[config.mk]
export PLATFORM = sky130hd
export DESIGN_NAME = evento_boton
export DESIGN_NICKNAME = d
export VERILOG_FILES = /design/src/rtl/evento_boton.sv
export SDC_FILE = /design/constraint.sdc
export NUM_CORES = 1
export LEC_CHECK = 0
export ABC_AREA = 1
export BUFFER_PORTS_ARGS = -buffer_cell sky130_fd_sc_hd__buf_2
export CAP_MARGIN = 10
export CORE_AREA = 3 3 79 81
export CTS_CLUSTER_DIAMETER = 80
export DETAILED_ROUTE_END_ITERATION = 8
export DIE_AREA = 0 0 82 84
export PLACE_DENSITY_LB_ADDON = 0.3
export SLEW_MARGIN = 20
export SYNTH_ARGS = -nofsm -noshare
export SYNTH_HDL_FRONTEND = slang
export SYNTH_SLANG_ARGS = --single-unit
[constraint.sdc]
create_clock -name clk_i -period 2.7 [get_ports clk_i]
set_clock_uncertainty 0.1 [all_clocks]
set_input_delay 0.135 -clock clk_i [delete_from_list [all_inputs] [get_ports clk_i]]
set_output_delay 0.135 -clock clk_i [all_outputs]
set_load 0.05 [all_outputs]
[src/rtl/evento_boton.sv]
// evento_boton
//   Turns a debounced, clock-synchronous button level into single-cycle
//   events: PRESS on press, REPEAT at a fixed cadence while held (after an
//   initial hold delay), RELEASE on release. HELD and LONG are levels that
//   track the pressed / auto-repeat states. One instance per button.
// Ports
//   clk_i      system clock, all logic on posedge
//   rst_ni     synchronous reset, active-low
//   btn_i      debounced button level, 1 = pressed
//   press_o    1-cycle pulse on press
//   repeat_o   1-cycle pulse per auto-repeat interval while held
//   release_o  1-cycle pulse on release
//   held_o     level, 1 in PRESSED or AUTOREP
//   long_o     level, 1 in AUTOREP
module evento_boton #(
  parameter int unsigned HOLD_CYCLES   = 25_000_000,
  parameter int unsigned REPEAT_CYCLES = 5_000_000,
  parameter int unsigned CNT_W         = 25,
  parameter bit          REPEAT_EN     = 1'b1
) (
  input  logic clk_i,
  input  logic rst_ni,
  input  logic btn_i,
  output logic press_o,
  output logic repeat_o,
  output logic release_o,
  output logic held_o,
  output logic long_o
);

  localparam logic [1:0] S_LOCKOUT = 2'd0;
  localparam logic [1:0] S_IDLE    = 2'd1;
  localparam logic [1:0] S_PRESSED = 2'd2;
  localparam logic [1:0] S_AUTOREP = 2'd3;

  localparam logic [CNT_W-1:0] HOLD_M1 = CNT_W'(HOLD_CYCLES - 1);
  localparam logic [CNT_W-1:0] REP_M1  = CNT_W'(REPEAT_CYCLES - 1);
  localparam logic [CNT_W-1:0] CNT_ONE = CNT_W'(1);
  localparam logic [CNT_W-1:0] CNT_MAX = '1;

  logic [1:0]       state_q, state_d;
  logic [CNT_W-1:0] cnt_q, cnt_d;
  logic             press_q, press_d;
  logic             rep_q, rep_d;
  logic             rel_q, rel_d;
  logic             held_q, held_d;
  logic             long_q, long_d;

  always_comb begin
    state_d = state_q;
    cnt_d   = cnt_q;
    press_d = 1'b0;
    rep_d   = 1'b0;
    rel_d   = 1'b0;
    held_d  = held_q;
    long_d  = long_q;
    case (state_q)
      // After reset, wait for the button to be seen released so a press
      // held through reset never reports PRESS or RELEASE.
      S_LOCKOUT: if (!btn_i) state_d = S_IDLE;
      S_IDLE: begin
        if (btn_i) begin
          state_d = S_PRESSED;
          cnt_d   = CNT_ONE;
          press_d = 1'b1;
          held_d  = 1'b1;
        end
      end
      S_PRESSED: begin
        if (!btn_i) begin
          state_d = S_IDLE;
          cnt_d   = '0;
          rel_d   = 1'b1;
          held_d  = 1'b0;
        end else if (REPEAT_EN && cnt_q == HOLD_M1) begin
          state_d = S_AUTOREP;
          cnt_d   = '0;
          rep_d   = 1'b1;
          long_d  = 1'b1;
        end else if (cnt_q != CNT_MAX) begin
          // Saturate so a long hold with repeat disabled cannot wrap.
          cnt_d = cnt_q + CNT_ONE;
        end
      end
      S_AUTOREP: begin
        // Release is tested first: it wins over a repeat due at the same edge.
        if (!btn_i) begin
          state_d = S_IDLE;
          cnt_d   = '0;
          rel_d   = 1'b1;
          held_d  = 1'b0;
          long_d  = 1'b0;
        end else if (cnt_q == REP_M1) begin
          cnt_d = '0;
          rep_d = 1'b1;
        end else begin
          cnt_d = cnt_q + CNT_ONE;
        end
      end
      default: state_d = S_LOCKOUT;
    endcase
  end

  always_ff @(posedge clk_i) begin
    if (!rst_ni) begin
      state_q <= S_LOCKOUT;
      cnt_q   <= '0;
      press_q <= 1'b0;
      rep_q   <= 1'b0;
      rel_q   <= 1'b0;
      held_q  <= 1'b0;
      long_q  <= 1'b0;
    end else begin
      state_q <= state_d;
      cnt_q   <= cnt_d;
      press_q <= press_d;
      rep_q   <= rep_d;
      rel_q   <= rel_d;
      held_q  <= held_d;
      long_q  <= long_d;
    end
  end

  assign press_o   = press_q;
  assign repeat_o  = rep_q;
  assign release_o = rel_q;
  assign held_o    = held_q;
  assign long_o    = long_q;

endmodule

## Word level (Yosys, flattened, before mapping)

Cells that the tools add are included.
W data, S select, Z words.

- Output and inout port bits: 5
- Register bits: 32
- Word-level logic and storage cells: 59
- Input port bits: 3

- Add/sub/neg operators: 1
- Mux-type cells: 25
- Equal/unequal tests: 14
- Reductions and logical operators: 12

Operator list:

| cell | number |
|---|---|
| $mux W25 | 6 |
| $pmux W25 S3 | 1 |
| $add A25 B1 Y25 const B | 1 |
| $eq A25 B23 Y1 const B | 1 |
| $eq A25 B25 Y1 const B | 1 |
| $ne A25 B25 Y1 const B | 1 |
| $ne A2 B2 Y1 const B | 6 |
| $mux W1 | 10 |
| $reduce_and A3 Y1 | 3 |
| $mux W2 | 4 |
| $pmux W1 S2 | 3 |
| $pmux W2 S3 | 1 |
| $eq A2 B2 Y1 const B | 2 |
| $ne A4 B4 Y1 const B | 1 |
| $reduce_and A2 Y1 | 2 |
| $reduce_and A4 Y1 | 1 |
| $reduce_bool A2 Y1 | 2 |
| $reduce_or A2 Y1 | 2 |
| $ne A3 B3 Y1 const B | 1 |
| $reduce_bool A3 Y1 | 1 |
| $eq A2 B1 Y1 const B | 1 |
| $logic_not A2 Y1 | 1 |

## Logic depth before layout (Yosys ltp)

- Word-level depth: 5
- Mapped depth: 13
- Gate-level depth less buffers: 12

## Worst setup path before layout

OpenSTA, ideal clock, no wires.

- Path kind: reg-to-reg
- Start: register cnt_q[0]
- End: register cnt_q[0]
- Arrival: 1.565 ns
- Data required time: 2.485 ns
- Setup time: 0.115 ns
- Path slack: 0.920 ns
- Stages on the path, launching flop included: 12
- Buffers on the path: 1
- Clock period less this slack: 1.780 ns
- Path through: dfxtp_1 ha_1 nand2_1 nor2_1 nand2_1 nor2_1 nand2_1 nand2_1 nand2_1 buf_2 a21oi_1 nor2_1

- Longest elaborated chain between the ends: 5
- Elaborated cells on any way between the ends: 12
- Those cells by class: 1 x add/sub; 4 x eq/ne; 6 x mux; 1 x reduce/logical

Ends and longest elaborated chain:

| item | RTL line | RTL |
|---|---|---|
| start, declared | 42 | `logic [CNT_W-1:0] cnt_q, cnt_d;` |
| start signal, assigned | 115 | `cnt_q <= cnt_d;` |
| $add A25 B1 Y25 | 82, 97 |  |
| $mux W25 | 80 | `end else if (cnt_q != CNT_MAX) begin` |
| $mux W25 | 75 | `end else if (REPEAT_EN && cnt_q == HOLD_M1) begin` |
| $mux W25 | 70 | `if (!btn_i) begin` |
| $pmux W25 S3 | 57 | `case (state_q)` |

Parallel ways exist; a longest one is shown, timed or not. The select of a mux whose other input is x is not followed.
A chain may end at the register's enable or synchronous reset.

## Worst setup path after layout

- Start: register cnt_q[0]
- End: register cnt_q[5]

Same word-level chain as after synthesis.

==> results.tsv <==
stage	metric	value	unit
clock_tree	cts_buffer_depth	2	
timing	drv_slew	0	
power_and_ir_drop	powerDensity	668	nW/um^2
clock_tree	ctsRootBufferMaster	clkbuf_8	
layout	drive_gt1_frac	0.0779	
setup_path	r2r_cells	11	
layout	area_growth	7.51	%
drt	drt_iter0_markers	181	
global_route	grt_max_degree	24	
timing	min_period	2310	ps
clock_tree	cts.sinks	32	
drt	routedWlPerCell	12.0	um
global_route	antenna_found_initial	0	
setup_path	path_class	reg -> reg	
drt	totalWireLength	5510	um
clock_tree	hold_buffers	0	
logic_synthesis	yosysWarnings	0	
setup_path	crit_chain	ha_1 -> inv_1 -> nor2_2 -> nand2_4 -> nor2_8 -> nand3_4 -> nand3_4 -> inv_2 -> nand2_2 -> o21ai_0 -> nor2_1	
timing	setup_tns	0	ps
global_route	grtUsageTotal	0.173	
logic_synthesis	postSynthCellCount	378	
global_route	grt_use_met1	0.253	
timing	rsz0062_at_grt	false	
clock_tree	cts_made_buffers	5	
place	numPortBuffers	7	
logic_synthesis	syn_area	2250	um^2
layout	fin_nets	392	
die	start_util	0.406	
global_route	met2_usage	0.247	
power_and_ir_drop	worst_ir_drop_vdd	427	uV
die	die_w	82	um
setup_path	crit_path_top_delay_cell	dfxtp_1	
logic_synthesis	synth_seq_cells	32	
drt	dr.pass1.iters	4	
setup_path	crit_required	2820	ps
min_path	hold_depth	2	
run	maxCapViolCount	0	
die	io_pins	8	
timing	worst_pin_slew	576	ps
setup_path	cpPeakStageDelay	350	ps
run_status	status	finished clean	
clock_tree	insertion_delay	280	ps
timing	finalSetupViolCount	0	
drt	ant_nets	0	
logic_synthesis	avgSynthCellArea	5.95	um^2
global_route	overflow	0	
clock_tree	cts_setup_buffers	0	
setup_path	cp.arrival	2430	ps
setup_path	endpoint_kind	flop	
global_route	grt_pass1_vias	1991	
power_and_ir_drop	power.total	1.61	mW
die	die_y	84	um
place	gp_congestion	0.893	
layout	layout_common_cells	nand2_1 (107), nor2_1 (66), inv_1 (47)	
die	core	5540	um^2
drt	via_per_inst	5.00	
timing	fin_crit_sh	0.854	
min_path	min_path_type	in -> reg	
clock_tree	cts_tree	built	
layout	final_common_cell	nand2_1	
logic_synthesis	syn-num-nets	386	
die	dieArea	6890	um^2
clock_tree	cts_resized	0	
timing	slew_headroom	0.615	
die	std_cell_rows	27	
global_route	top_usage_layer	met1	
clock_tree	clk_pin_slew	70	ps
power_and_ir_drop	p_leak	0.954	nW
timing	max_freq	0.434	GHz
clock_tree	htree_levels	2	
drt	via_count	2285	
setup_path	crit_path_start_kind	flop	
logic_synthesis	synth_cell_type_count	29	
logic_synthesis	ys_seq_area_frac	0.285	
drt	route.detailed.drc	0	
global_route	grt_use_met3	0.0400	
timing	hold_violations	0	
place	dp_hpwl	4030	um
layout	antenna_cells	0	
setup_path	path_max_fanout	23	
setup_path	crit_top_cell	nand3_4	
global_route	grt_pass1_wl	9350	um
-- cell type report --
class | instances | area, um^2
multi-input cells | 288 | 1370
flip-flops and latches | 32 | 641
inverters | 48 | 180
fillers | 609 | 3120
clock buffers | 8 | 90.1
repair buffers | 9 | 50.0
well taps | 72 | 90.1
-- critical path, delay by kind of cell (launching register included) --
| family | cells | cell delay, ps |
|---|---|---|
| compound gates | 1 | 110 |
| buf+inv | 2 | 330 |
| flops | 1 | 350 |
| simple gates | 7 | 1110 |
| fa+ha+maj | 1 | 230 |
-- where the power goes --
group	total (mW)	internal (mW)	leakage, nW	switching [mW]
logic	0.661	0.173	0.649	0.488
registers	0.567	0.523	0.259	0.0442
clock network	0.387	0.208	0.0455	0.179
total	1.61	0.903	0.954	0.711
-- final timing paths --
path	start	endpoint	slack (ps)
worst max register to register	cnt_q[0]$_SDFFE_PN0P_	cnt_q[5]$_SDFFE_PN0P_	390
worst max-delay path	cnt_q[0]$_SDFFE_PN0P_	cnt_q[5]$_SDFFE_PN0P_	390
worst min register to register	held_o$_SDFFE_PN0P_	held_o$_SDFFE_PN0P_	350
worst min-delay path	btn_i	release_o$_SDFF_PN0_	90
-- flip-flops by register name (all words and copies together) (netlist names) --
signal,count
held_o,1
press_o,1
repeat_o,1
long_o,1
state_q,2
release_o,1
cnt_q,25
-- metal layers --
layer	part of all wire	vias up
li1	-	1205
met1	0.49	1019
met2	0.43	52
met3	0.058	9
met4	0.019	0
met5	0	-
-- through the flow --
step	utilization	instance area (um^2)	worst slack [ps]	hold WS, ps	instances
after CTS	0.436	2420	395	88.3	457
after detailed placement	0.420	2330	400	333	449
after global routing	0.436	2420	162	113	457
after global placement	0.420	2330	437	333	449
final	0.436	2420	394	88.3	457
after floorplan	-	2250	920	312	378
-- synthesized netlist by cell type --
library cell,number,area [um^2]
nand2_2,4,25.0
dfxtp_1,32,641
clkbuf_1,2,7.51
nand3_1,37,185
o21ai_1,2,10.0
or3_1,1,6.26
xor2_1,2,17.5
nand3_4,2,35.0
nor2_4,1,11.3
buf_4,3,22.5
nand2_1,107,402
a211oi_2,1,12.5
nand3b_1,1,7.51
buf_2,4,20.0
inv_1,47,176
inv_2,1,3.75
nand4_1,13,81.3
nor2_2,1,6.26
o21bai_1,1,7.51
or2_2,3,18.8
nor2_8,1,20.0
buf_6,1,11.3
nor3_1,10,50.1
xnor2_1,1,8.76
nor2_1,66,248
nand2_4,1,11.3
a21oi_1,20,100
ha_1,5,62.6
o21ai_0,8,40.0
-- kinds of logic (layout without fill, tap and decap cells) --
logic type                 Yosys count  count (layout)  synth area share
AOI/OAI and AO/OA                   32              32            0.0757
xor gates and xnor gates             3               3            0.0117
DFF                                 32              32             0.285
and+or+nand+nor                    248             248             0.492
buffers and inverters               58              65             0.107
adders and majority gates            5               5            0.0278
Power figures use the tool's default switching activity.
